===== config.mk =====
export PLATFORM = sky130hd
export DESIGN_NAME = mem_port_arbiter
export DESIGN_NICKNAME = d
export VERILOG_FILES = /design/src/rtl/mem_port_arbiter_pkg.sv /design/src/rtl/mem_port_arbiter.sv
export SDC_FILE = /design/constraint.sdc
export NUM_CORES = 1
export LEC_CHECK = 0
export CORE_ASPECT_RATIO = 1.75
export CORE_MARGIN = 4
export CORE_UTILIZATION = 21
export DETAILED_ROUTE_END_ITERATION = 8
export PLACE_DENSITY = 0.9
export SYNTH_ARGS = -nofsm -noshare
export SYNTH_HDL_FRONTEND = slang
export SYNTH_SLANG_ARGS = --single-unit

===== constraint.sdc =====
create_clock -name clk_i -period 1.2 [get_ports clk_i]
set_clock_uncertainty 0.1 [all_clocks]
set_input_delay 0.12 -clock clk_i [delete_from_list [all_inputs] [get_ports clk_i]]
set_output_delay 0.12 -clock clk_i [all_outputs]
set_load 0.005 [all_outputs]

===== src/rtl/mem_port_arbiter_pkg.sv =====
// Shared definitions for the data-memory port arbiter.
//   DATA_W / ADDR_W : default memory word and address widths
//   pri_t           : which requester currently wins contention
//   owner_t         : who owns the read data returning next cycle
package mem_port_arbiter_pkg;
  localparam int DATA_W = 16;
  localparam int ADDR_W = 4;

  typedef enum logic {CPU_PRI, DBG_PRI} pri_t;
  typedef enum logic [1:0] {OWN_NONE, OWN_CPU, OWN_DBG} owner_t;
endpackage


===== src/rtl/mem_port_arbiter.sv =====
// mem_port_arbiter: shares the single-port data memory between the memory
// stage (normal priority) and a debug/loader port. A starvation counter
// promotes the debug port after STARVE_LIMIT consecutive denied cycles.
// Ports:
//   clk_i, rst_ni                 clock, async active-low reset
//   cpu_req_i/we_i/addr_i/wdata_i memory-stage request
//   cpu_gnt_o, cpu_stall_o        grant / stall to hazard logic
//   cpu_rvalid_o, cpu_rdata_o     read return to memory stage
//   dbg_req_i/we_i/addr_i/wdata_i debug request
//   dbg_gnt_o, dbg_rvalid_o, dbg_rdata_o
//   mem_we_o, mem_addr_o, mem_wdata_o, mem_rdata_i  data memory side
module mem_port_arbiter #(
  parameter int DATA_W       = mem_port_arbiter_pkg::DATA_W,
  parameter int ADDR_W       = mem_port_arbiter_pkg::ADDR_W,
  parameter int STARVE_LIMIT = 4
) (
  input  logic              clk_i,
  input  logic              rst_ni,
  input  logic              cpu_req_i,
  input  logic              cpu_we_i,
  input  logic [ADDR_W-1:0] cpu_addr_i,
  input  logic [DATA_W-1:0] cpu_wdata_i,
  output logic              cpu_gnt_o,
  output logic              cpu_stall_o,
  output logic              cpu_rvalid_o,
  output logic [DATA_W-1:0] cpu_rdata_o,
  input  logic              dbg_req_i,
  input  logic              dbg_we_i,
  input  logic [ADDR_W-1:0] dbg_addr_i,
  input  logic [DATA_W-1:0] dbg_wdata_i,
  output logic              dbg_gnt_o,
  output logic              dbg_rvalid_o,
  output logic [DATA_W-1:0] dbg_rdata_o,
  output logic              mem_we_o,
  output logic [ADDR_W-1:0] mem_addr_o,
  output logic [DATA_W-1:0] mem_wdata_o,
  input  logic [DATA_W-1:0] mem_rdata_i
);
  import mem_port_arbiter_pkg::*;

  localparam int CNT_W = $clog2(STARVE_LIMIT + 1);
  localparam logic [CNT_W-1:0] LIMIT = CNT_W'(STARVE_LIMIT);

  pri_t             pri_q, pri_d;
  logic [CNT_W-1:0] wait_cnt_q, wait_cnt_d;
  owner_t           owner_q, owner_d;
  logic             cpu_gnt, dbg_gnt;

  // Priority state and starvation counter.
  always_ff @(posedge clk_i or negedge rst_ni) begin
    if (!rst_ni) begin
      pri_q      <= CPU_PRI;
      wait_cnt_q <= '0;
    end else begin
      pri_q      <= pri_d;
      wait_cnt_q <= wait_cnt_d;
    end
  end

  always_comb begin
    wait_cnt_d = wait_cnt_q;
    pri_d      = pri_q;
    if (dbg_gnt || !dbg_req_i)  wait_cnt_d = '0;
    else if (wait_cnt_q != LIMIT) wait_cnt_d = wait_cnt_q + CNT_W'(1);
    case (pri_q)
      CPU_PRI: if (wait_cnt_d == LIMIT)       pri_d = DBG_PRI;
      DBG_PRI: if (dbg_gnt || !dbg_req_i)     pri_d = CPU_PRI;
      default:                                pri_d = CPU_PRI;
    endcase
  end

  // Grants are gated by reset so nothing touches memory while held in reset.
  always_comb begin
    cpu_gnt = 1'b0;
    dbg_gnt = 1'b0;
    if (rst_ni) begin
      if (pri_q == CPU_PRI) begin
        cpu_gnt = cpu_req_i;
        dbg_gnt = dbg_req_i & ~cpu_req_i;
      end else begin
        dbg_gnt = dbg_req_i;
        cpu_gnt = cpu_req_i & ~dbg_req_i;
      end
    end
  end

  // Memory drive from whichever side won; idle drives zeros.
  always_comb begin
    mem_we_o    = 1'b0;
    mem_addr_o  = '0;
    mem_wdata_o = '0;
    if (cpu_gnt) begin
      mem_we_o    = cpu_we_i;
      mem_addr_o  = cpu_addr_i;
      mem_wdata_o = cpu_wdata_i;
    end else if (dbg_gnt) begin
      mem_we_o    = dbg_we_i;
      mem_addr_o  = dbg_addr_i;
      mem_wdata_o = dbg_wdata_i;
    end
  end

  // Read owner: tags the memory's one-cycle-late data with its consumer.
  always_comb begin
    owner_d = OWN_NONE;
    if (cpu_gnt && !cpu_we_i)      owner_d = OWN_CPU;
    else if (dbg_gnt && !dbg_we_i) owner_d = OWN_DBG;
  end

  always_ff @(posedge clk_i or negedge rst_ni) begin
    if (!rst_ni) owner_q <= OWN_NONE;
    else         owner_q <= owner_d;
  end

  assign cpu_gnt_o    = cpu_gnt;
  assign dbg_gnt_o    = dbg_gnt;
  assign cpu_stall_o  = cpu_req_i & ~cpu_gnt;
  assign cpu_rvalid_o = (owner_q == OWN_CPU);
  assign dbg_rvalid_o = (owner_q == OWN_DBG);
  assign cpu_rdata_o  = mem_rdata_i;
  assign dbg_rdata_o  = mem_rdata_i;
endmodule


======== Word-level counts from Yosys, hierarchy flattened ========
Index checks and enable logic that the tools add are counted.
operators by class
  $add $sub $neg .......................... 1
  eq/ne operators ......................... 4
  muxes and demuxes ....................... 17
  bitwise logic cells ..................... 7
  reduce and logical (&&, ||, !) cells .... 6
operators by type and width
  operator             count
  $mux 16              2
  $mux 1               8
  $mux 4               2
  $mux 3               2
  $mux 2               2
  $not 1->1            4
  $add 3x1->3 const B  1
  $and 1x1->1          3
  $eq 3x3->1 const B   1
  $logic_not 1->1      3
  $ne 3x3->1 const B   1
  $eq 2x1->1 const B   1
  $eq 2x2->1 const B   1
  $logic_and 1x1->1    2
  $pmux 1 s2           1
  $logic_or 1x1->1     1
storage, ports and cells
  register bits after elaboration ......... 6
  input port bits ......................... 62
  logic and storage cells ................. 38

======== Depth between registers and ports, before layout ========
Gate-level depths: netlist of the first run.
  depth after elaboration ................. 9
  gate-level depth with buffers ........... 5
  depth with buffers taken out ............ 5

======== Worst setup path after synthesis of the first run ========
Ideal clock, no wire load.
  kind .................................... register to output
  start point ............................. reg pri_q
  end point ............................... out mem_wdata_o[1]
  data arrival time ....................... 1.144 ns
  slack ................................... -0.164 ns
  stages on the path, launching flop included .. 6
  path buffers ............................ 2
  cells stage by stage .................... dfrtp_1 > nand2b_1 > and3_1 > buf_6 > buf_6 > a22o_1
between the ends
  word-level cells in the longest chain between the ends .. 4
RTL lines
  what                      line                    text
  start: declaration        mem_port_arbiter.sv:44  pri_t pri_q, pri_d;
  start signal: assignment  mem_port_arbiter.sv:55  pri_q <= pri_d;
  $mux 1                    mem_port_arbiter.sv:77  if (pri_q == CPU_PRI) begin
  $mux 1                    mem_port_arbiter.sv:76  if (rst_ni) begin
  named net dbg_gnt_o       mem_port_arbiter.sv:31  output logic dbg_gnt_o,
  $mux 16                   mem_port_arbiter.sv:96  end else if (dbg_gnt) begin
  $mux 16                   mem_port_arbiter.sv:92  if (cpu_gnt) begin
  end: declaration          mem_port_arbiter.sv:36  output logic [DATA_W-1:0] mem_wdata_o,
The timed path passes the listed nets, and every way through them passes these cells.

======== Worst setup path in the final report of the first run ========
  start point ............................. reg pri_q
  end point ............................... out mem_wdata_o[8]
between the ends
  word-level cells in the longest chain between the ends .. 4
RTL lines
  what       line
  $mux 1     mem_port_arbiter.sv:77
  $mux 1     mem_port_arbiter.sv:76
  $mux 16    mem_port_arbiter.sv:96
  $mux 16 *  mem_port_arbiter.sv:92
Every way passes the cells marked *; elsewhere a longest branch is shown, timed or not.

==> results of run 1 <==
==> through the flow <==
step           hold WS, ns  cells
4_1_cts            0.00901    195
5_1_grt             0.0422    195
3_3_place_gp         0.140    180
3_5_place_dp         0.140    180
2_1_floorplan       -0.276     92
6_report           0.00790    195
==> placed cells by master (no fill, tap or decap), drive strengths merged <==
master and count:
ha 2, a21bo 1, clkdlybuf4s15 2, nor2b 6, inv 4, a221oi 1
a21oi 1, dlygate4sd2 3, a31oi 1, a22o 21, nor3b 1, and3 4
clkbuf 5, nand2b 1, nor2 3, nand2 2, o21ai 2, buf 39
nand3b 1, xnor2 1, clkdlybuf4s50 42, dfrtp 6
==> routing by layer <==
layer | GRT usage [%] | routed length (um) | vias up | part of all wire (%)
li1 | - | - | 415 | -
met5 | 0 | 0 | - | 0
met3 | 2.50 | 394 | 26 | 11
met4 | 9.30 | 150 | 0 | 4.3
met1 | 11.0 | 1090 | 400 | 31
met2 | 24.5 | 1860 | 53 | 53
==> power by group through the flow <==
stage | Clock (W) | Combinational (W) | Sequential (W)
after floorplan | 0 | 0.000211 | 0.000222
after global placement | 0 | 0.000418 | 0.000222
after detailed placement | 0 | 0.000422 | 0.000223
after CTS | 0.000312 | 0.000465 | 0.000221
after global routing | 0.000323 | 0.000494 | 0.000223
final | 0.000302 | 0.000463 | 0.000222
==> cell type report <==
cell class	count	area, sq um	share of cell area [%]
inverter	4	15.0	0.997
tap	46	57.6	3.82
multi-input combinational	48	435	28.9
sequential	6	150	9.97
clock buffer	3	41.3	2.74
timing repair buffer	88	807	53.6
==> what timing repair did <==
item / in CTS / in global routing
cloned: 5 / 1
hold buffers: 0 / 0
setup endpoints to repair: 31 / 30
pin swaps: 15 / 19
setup buffers: 7 / 3
gates resized for setup: 114 / 13
==> cell families (layout without fill, tap and decap cells) <==
family                     count (synthesis)  count (layout)  synth area share [%]
adders and majority gates                  2               2                  3.15
AOI/OAI and AO/OA                         27              27                  28.7
buffers and inverters                     41              95                  37.6
and+or+nand+nor                           15              18                  10.6
DFF                                        6               6                  18.9
xor gates and xnor gates                   1               1                  1.10
==> flip-flops by register name, indices dropped and copies added (netlist names) <==
| signal | count |
|---|---|
| wait_cnt_q | 3 |
| owner_q | 2 |
| pri_q | 1 |
==> path summary, 6_finish.rpt <==
check,from,end,slack [ns],depth (start not counted)
max,pri_q,mem_wdata_o[8],-0.46,5
min,rst_ni,wait_cnt_q[2],0.008,2
max reg2reg,wait_cnt_q[0],pri_q,-0.13,4
min reg2reg,wait_cnt_q[2],wait_cnt_q[2],0.55,2
max in group asynchronous,rst_ni,owner_q[0],0.87,2
min in group clk_i,mem_rdata_i[14],dbg_rdata_o[14],0.14,0
==> summary.json, run 1 <==
{
  "outcome": "complete, but fails checks",
  "violations": "setup timing",
  "antenna_left": 0,
  "report.power.total_w": 0.000986,
  "clock_buffer_count_from_cts": 3,
  "pwr_density_cell_nw_per_um2": 655,
  "clock_sinks": 6,
  "detailedRoute.firstIterationViolations": 9,
  "flow.area_growth_from_synthesis_pct": 89.6,
  "critical-path-max-stage-delay_ns": 0.41,
  "ctsHtreeMaxLevel": 1,
  "worst-slew-pin-transition_ns": 0.296,
  "critPathArrivalTime_ns": 1.44,
  "setup_tns_ns": -8.91,
  "p_leak_nw": 0.689,
  "synth_common_cells": "sky130_fd_sc_hd__buf_4 (32), sky130_fd_sc_hd__a22o_1 (21), sky130_fd_sc_hd__dfrtp_1 (6), sky130_fd_sc_hd__nor2b_1 (6), sky130_fd_sc_hd__inv_1 (4)",
  "clock_power_share_pct": 30.6,
  "timing.critical_path.from_type": "flip-flop",
  "kind_of_critical_path": "flip-flop to output port",
  "ys.warnings.count": 0,
  "synth_top_flop_cell": "sky130_fd_sc_hd__dfrtp_1",
  "post_drt_wl_per_cell_um": 18.0,
  "seq_power_share_pct": 22.5,
  "vias_in_the_first_global_route": 922,
  "share_of_synthesized_flip_flops_with_an_asynchronous_set_or_reset_pct": 100,
  "clock_insertion_delay_worst_skew_ns": 0.23,
  "post_route_cells_drive_above_1_share_pct": 39.6,
  "timing.final.max_slew_violations": 0,
  "synth-edff-count": 0,
  "period_utilisation_layout_pct": 139,
  "final_period_minus_worst_setup_slack_ns": 1.66,
  "setup_repair_after_global_routing_missed_its_margin": "yes",
  "place_area_sq_um": 1370,
  "n_fill_cell": 375,
  "timing_hold_violations_final": 0,
  "finalSetupViolations": 26,
  "required_ns": 0.98,
  "max_cap_violations": 0,
  "layout.nets": 215,
  "detail_route.drc_violations": 0,
  "boundaryPins": 120,
  "wire_length_of_the_first_global_routing_pass_um": 4350,
  "ctsLongestPathBuffers": 2,
  "yosys.area.top_type_share_pct": 30.2,
  "clk_root_buffer_cell": "sky130_fd_sc_hd__clkbuf_8",
  "comb_power_share_pct": 46.9,
  "fmax_ghz": 0.601,
  "grt_antenna_before_repair": 0,
  "port-buffer-count": 71,
  "cell_internal_pwr_w": 0.000732,
  "synth.ff_latch_count": 6,
  "switching_power_w": 0.000255,
  "syn_area_per_cell_sq_um": 8.64,
  "final_core_util_pct": 41.5,
  "critical_path.slowest_cell": "sky130_fd_sc_hd__dfrtp_1",
  "synth_fp_nets": 156,
  "end_kind": "output port",
  "worst_setup_slack_final_ns": -0.464,
  "synthesis.instances": 92,
  "die_h_um": 89.4,
  "die_area_sq_um": 4870,
  "pre_cts_slack_ns": -0.874,
  "globalRouteOverflowTotal": 0,
  "critPathBufInv": 2,
  "first_pass_iters": 4,
  "die_w_um": 54.5,
  "synth.cell_area_sq_um": 795,
  "fin_area_sq_um": 1510,
  "tritoncts": "built",
  "n_antenna_cell": 0,
  "synth_top_cell_by_area": "sky130_fd_sc_hd__buf_4",
  "synth-seq-area-share_pct": 18.9,
  "cts.clk_slew.worst_paths_ns": 0.04,
  "detailed_placement_wirelength_estimate_um": 2220,
  "holdCritPathClass": "input pin to async pin",
  "grtUsageTotal_pct": 12.9,
  "routed_via_density": 4.58,
  "max_slew_margin_pct": 80.2,
  "drt_wl_total_um": 3500,
  "gp_routability_congestion": 0.680,
  "floorplan.initialDensity_pct": 21.9,
  "worst_path_dominant_cell_family": "flip-flops",
  "core.rowCount": 29,
  "placeableCoreArea_sq_um": 3630,
  "switching_share_pct": 25.8,
  "crit_chain": "nand2b_4, and3_4, buf_6, a22o_1, buf_2",
  "grt_start_max_net_pins": 12,
  "post-synth-top-count-cell": "sky130_fd_sc_hd__buf_4",
  "yosys.cell_types.count": 20,
  "critPathMaxFanout": 5,
  "vdd.ir_drop.worst_mv": 0.373,
  "ys_top_cells_by_area": "sky130_fd_sc_hd__buf_4 (30%), sky130_fd_sc_hd__a22o_1 (23%), sky130_fd_sc_hd__dfrtp_1 (19%)",
  "detailroute.via_count": 894
}
(Power assumes the default switching activity.)
==> run 2: changes to the inputs <==
SETUP_SLACK_MARGIN = 0.05   (was not set)
==> run 2 against run 1 <==
Net effect:
- the flow still finishes with violations (setup timing)
- via count increased by 11%
- first-iteration DRC count decreased by 33%
- hold slack improved by 0.020 ns
- cell count increased by 9.7%
- critical path depth unchanged
- core utilization increased by 4.9 points
- power increased by 5.8%
- critical endpoint is now mem_wdata_o[0]
- largest cell class unchanged
- highest routed layer unchanged
==> summary.json, run 2 (synthesis results as in run 1) <==
{
  "final_period_minus_worst_setup_slack_ns": 1.64,
  "detailroute.via_count": 992,
  "port-buffer-count": 71,
  "cts.clk_slew.worst_paths_ns": 0.04,
  "fmax_ghz": 0.610,
  "grt_start_max_net_pins": 8,
  "die_area_sq_um": 4870,
  "routed_via_density": 4.64,
  "detailed_placement_wirelength_estimate_um": 2160,
  "setup_tns_ns": -10.77,
  "crit_chain": "nand2b_4, and3_4, buf_6, a22o_1, buf_2",
  "largest_register_ffs": 3,
  "die_h_um": 89.4,
  "timing_hold_violations_final": 0,
  "place_area_sq_um": 1380,
  "clock_buffer_count_from_cts": 3,
  "worst_setup_slack_final_ns": -0.440,
  "critical-path-max-stage-delay_ns": 0.41,
  "critPathArrivalTime_ns": 1.42,
  "floorplan.initialDensity_pct": 21.9,
  "outcome": "complete, but fails checks",
  "pre_cts_slack_ns": -0.800,
  "n_antenna_cell": 0,
  "detail_route.drc_violations": 0,
  "ctsHoldBuffers": 0,
  "holdCritPathClass": "input pin to async pin",
  "registers.top_by_ff_count": "wait_cnt_q",
  "grtUsageTotal_pct": 13.6,
  "end_kind": "output port",
  "clock_sinks": 6,
  "max_cap_violations": 0,
  "post_route_cells_drive_above_1_share_pct": 48.8,
  "final_core_util_pct": 46.4,
  "violations": "setup timing",
  "fin_area_sq_um": 1680,
  "p_leak_nw": 0.790,
  "flow.area_growth_from_synthesis_pct": 112,
  "critical_path.slowest_cell": "sky130_fd_sc_hd__dfrtp_1",
  "setup_repair_after_global_routing_missed_its_margin": "yes",
  "gp_routability_congestion": 0.728,
  "layout.cells.most_common": "sky130_fd_sc_hd__clkdlybuf4s50_1",
  "grt_antenna_before_repair": 0,
  "timing.final.max_slew_violations": 0,
  "critPathBufInv": 2,
  "pwr_density_cell_nw_per_um2": 620,
  "die_w_um": 54.5,
  "layout.nets": 234,
  "timing.hold.ws_ns": 0.0276,
  "vias_in_the_first_global_route": 1037,
  "ctsLongestPathBuffers": 2,
  "layout.cells.most_common_list": "sky130_fd_sc_hd__clkdlybuf4s50_1 (42), sky130_fd_sc_hd__buf_6 (26), sky130_fd_sc_hd__buf_2 (22)",
  "tritoncts": "built",
  "first_pass_iters": 4,
  "placeableCoreArea_sq_um": 3630,
  "wire_length_of_the_first_global_routing_pass_um": 4710,
  "detailedRoute.firstIterationViolations": 6,
  "worst_path_dominant_cell_family": "flip-flops",
  "clock_insertion_delay_worst_skew_ns": 0.22,
  "required_ns": 0.98,
  "worst-slew-pin-transition_ns": 0.323,
  "antenna_left": 0,
  "boundaryPins": 120,
  "ff2ff_setup_slack_ns": -0.34,
  "core.rowCount": 29,
  "globalRouteOverflowTotal": 0,
  "critPathMaxFanout": 5,
  "kind_of_critical_path": "flip-flop to output port",
  "timing.critical_path.from_type": "flip-flop",
  "vdd.ir_drop.worst_mv": 0.340,
  "max_slew_margin_pct": 78.5,
  "ctsHtreeMaxLevel": 1,
  "drt_wl_total_um": 3510,
  "clk_root_buffer_cell": "sky130_fd_sc_hd__clkbuf_8",
  "layout_top_registers": "wait_cnt_q x3, owner_q x2, pri_q x1",
  "finalSetupViolations": 29,
  "period_utilisation_layout_pct": 137,
  "post_drt_wl_per_cell_um": 16.4
}
==> run 2: timing repair <==
item / 4_1_cts / 5_1_grt
gates resized for setup: 138 / 14
endpoints found under the setup margin: 31 / 32
pin swaps: 17 / 8
cloned: 4 / 0
setup buffers: 26 / 3
hold endpoints to repair: 0 / 0
==> run 2: per-layer routing <==
metal	part of all wire, %	routed length [um]	up-vias	global-route usage (%)
li1	-	-	453	-
met1	32	1110	448	12.2
met2	51	1780	62	25.0
met3	12	415	29	2.50
met4	5.8	203	0	10.7
met5	0	0	-	0
==> run 2: metrics by stage <==
stage	std cells	power [W]
2_1_floorplan	92	0.000433
3_3_place_gp	183	0.000634
3_5_place_dp	183	0.000644
4_1_cts	215	0.00103
5_1_grt	214	0.00110
6_report	214	0.00104
==> run 2: final timing paths <==
path,from,to,cells past startpoint
worst max register to register,pri_q,wait_cnt_q[1],7
min in group clk_i,mem_rdata_i[4],dbg_rdata_o[4],0
worst min-delay path,rst_ni,pri_q,2
max in group asynchronous,rst_ni,wait_cnt_q[2],2
worst min register to register,wait_cnt_q[1],pri_q,3
worst max-delay path,pri_q,mem_wdata_o[0],5
==> run 2: final cells by class <==
| class | instances | area (sq um) |
|---|---|---|
| Tap cell | 46 | 57.6 |
| Multi-Input combinational cell | 48 | 457 |
| Inverter | 4 | 15.0 |
| Sequential cell | 6 | 150 |
| Timing Repair Buffer | 107 | 962 |
| Clock buffer | 3 | 41.3 |
| Fill cell | 336 | 1950 |
==> run 2: where the power goes <==
group	leakage [nW]	total, W	switching [W]	internal, W
clock	0.0216	0.000300	0.0000843	0.000215
sequential	0.0813	0.000223	0.00000938	0.000213
combinational	0.687	0.000521	0.000174	0.000347
total	0.790	0.00104	0.000268	0.000775
==> run 3: changes to the inputs <==
--- a/config.mk
+++ b/config.mk
@@ -7,2 +7,3 @@
 export LEC_CHECK = 0
+export CAP_MARGIN = 15
 export CORE_ASPECT_RATIO = 1.75
==> constraint.sdc (replaced) <==
create_clock -name clk_i -period 1.2 [get_ports clk_i]
set_clock_uncertainty 0.1 [all_clocks]
set_input_delay 0.36 -clock clk_i [delete_from_list [all_inputs] [get_ports clk_i]]
set_output_delay 0.36 -clock clk_i [all_outputs]
set_load 0.005 [all_outputs]
==> run 3 against run 2 <==
Net effect:
- the run still ends with setup timing left
- hold slack better by 0.0015 ns
- die area stayed put
- flip-flop and latch count stayed put
- first-iteration DRC count is 17% higher
- sequential share of layout area is 1.0 points higher
- core utilization is 4.7 points lower
==> summary.json, run 3 (synthesis results as in run 1) <==
{
  "dp.cells": 179,
  "vdd.ir_drop.worst_mv": 0.373,
  "largest_register_ffs": 3,
  "reg2regPathDepth": 4,
  "detailedRoute.firstIterationViolations": 7,
  "drt_wl_total_um": 3260,
  "layout.cells.most_common": "sky130_fd_sc_hd__clkdlybuf4s50_1",
  "clock_sinks": 6,
  "end_kind": "output port",
  "antenna_left": 0,
  "timing.critical_path.from_type": "flip-flop",
  "pre_cts_slack_ns": -1.30,
  "post_route_cells_drive_above_1_share_pct": 43.4,
  "post_drt_wl_per_cell_um": 16.5,
  "boundaryPins": 120,
  "violations": "setup timing",
  "timing.hold.ws_ns": 0.0292,
  "fmax_ghz": 0.525,
  "max_cap_violations": 0,
  "gp_routability_congestion": 0.802,
  "clock_buffer_count_from_cts": 3,
  "timing.final.max_slew_violations": 0,
  "finalSetupViolations": 28,
  "ff2ff_setup_slack_ns": -0.07,
  "layout_top_registers": "wait_cnt_q x3, owner_q x2, pri_q x1",
  "p_leak_nw": 0.702,
  "crit_chain": "nand2b_4, and3_4, buf_6, a22o_1, buf_2",
  "die_w_um": 54.5,
  "flow.area_growth_from_synthesis_pct": 90.2,
  "wire_length_of_the_first_global_routing_pass_um": 4160,
  "first_pass_iters": 2,
  "setup_repair_after_global_routing_missed_its_margin": "yes",
  "placeableCoreArea_sq_um": 3630,
  "ctsHoldBuffers": 0,
  "ctsHtreeMaxLevel": 1,
  "required_ns": 0.74,
  "holdCritPathClass": "input pin to async pin",
  "worst-slew-pin-transition_ns": 0.189,
  "period_utilisation_layout_pct": 159,
  "tritoncts": "built",
  "final_period_minus_worst_setup_slack_ns": 1.90,
  "timing_hold_violations_final": 0,
  "critical-path-max-stage-delay_ns": 0.41,
  "pwr_density_cell_nw_per_um2": 643,
  "detailed_placement_wirelength_estimate_um": 2100,
  "clk_root_buffer_cell": "sky130_fd_sc_hd__clkbuf_8",
  "floorplan.initialDensity_pct": 21.9,
  "worst_setup_slack_final_ns": -0.704,
  "max_slew_margin_pct": 87.4,
  "die_h_um": 89.4,
  "outcome": "complete, but fails checks",
  "n_antenna_cell": 0,
  "detail_route.drc_violations": 0,
  "port-buffer-count": 71,
  "die_area_sq_um": 4870,
  "critPathMaxFanout": 6,
  "critical_path.slowest_cell": "sky130_fd_sc_hd__dfrtp_1",
  "grtUsageTotal_pct": 12.2,
  "vias_in_the_first_global_route": 865,
  "critPathArrivalTime_ns": 1.44,
  "ctsLongestPathBuffers": 2,
  "grt_start_max_net_pins": 13,
  "setup_tns_ns": -15.59,
  "layout.nets": 218,
  "routed_via_density": 4.55,
  "grt_antenna_before_repair": 0,
  "registers.top_by_ff_count": "wait_cnt_q",
  "cts.clk_slew.worst_paths_ns": 0.03,
  "kind_of_critical_path": "flip-flop to output port",
  "core.rowCount": 29,
  "layout.cells.most_common_list": "sky130_fd_sc_hd__clkdlybuf4s50_1 (42), sky130_fd_sc_hd__buf_2 (27), sky130_fd_sc_hd__a22o_1 (21)",
  "clock_insertion_delay_worst_skew_ns": 0.22,
  "detailroute.via_count": 900,
  "fin_cells": 198,
  "globalRouteOverflowTotal": 0
}
run 3: cell count changes in the layout (fill, tap and decap cells not counted), sizes merged:
cell and change:
and3 -1, buf -11, dlygate4sd2 -3, clkbuf -1
run 3: area by class of cell:
type                    instances  area [sq um]
fillers                       370          2120
clock buffers                   3          41.3
repair buffers                 92           823
multi-input cells              47           424
well taps                      46          57.6
flip-flops and latches          6           150
inverters                       4          15.0
run 3: final timing paths:
| kind | start | to |
|---|---|---|
| min reg2reg | wait_cnt_q[2] | wait_cnt_q[2] |
| min | rst_ni | wait_cnt_q[1] |
| min in group clk_i | dbg_req_i | wait_cnt_q[1] |
| max in group asynchronous | rst_ni | pri_q |
| max reg2reg | wait_cnt_q[0] | pri_q |
| max | pri_q | mem_wdata_o[4] |
run 3: through the flow:
| step | util, % | total power, W | instance area, sq um |
|---|---|---|---|
| CTS | 40.9 | 0.000975 | 1480 |
| floorplan | - | 0.000435 | 823 |
| finish | 41.7 | 0.000971 | 1510 |
| global placement | 37.7 | 0.000630 | 1370 |
| detailed placement | 37.7 | 0.000638 | 1370 |
| global route | 41.7 | 0.00103 | 1510 |
run 3: repair_timing:
action                                  4_1_cts  5_1_grt
pin swaps                                    12       12
gates resized for setup                     131        9
endpoints found under the setup margin       32       31
gates cloned                                  4        0
setup buffers                                11        3
run 3: per-layer routing:
layer / wire, um / track usage (%) / vias to the layer above
met5: 0 / 0 / -
met4: 152 / 7.94 / 0
met3: 393 / 3.34 / 26
met2: 1620 / 22.0 / 49
met1: 1100 / 11.5 / 409
li1: - / - / 416
run 3: power by group:
group | switching [W] | internal, W | leakage (nW) | total, W
Clock | 0.0000774 | 0.000215 | 0.0216 | 0.000292
Sequential | 0.00000758 | 0.000213 | 0.0813 | 0.000221
Combinational | 0.000155 | 0.000304 | 0.600 | 0.000458
Total | 0.000240 | 0.000732 | 0.702 | 0.000971
run 3: critical path, delay by kind of cell, from the launching register on:
family                 cells  cell delay, ns
flip-flops                 1            0.41
AND/OR/NAND/NOR            2            0.39
buffers and inverters      2            0.25
AO/OA/AOI/OAI              1            0.17
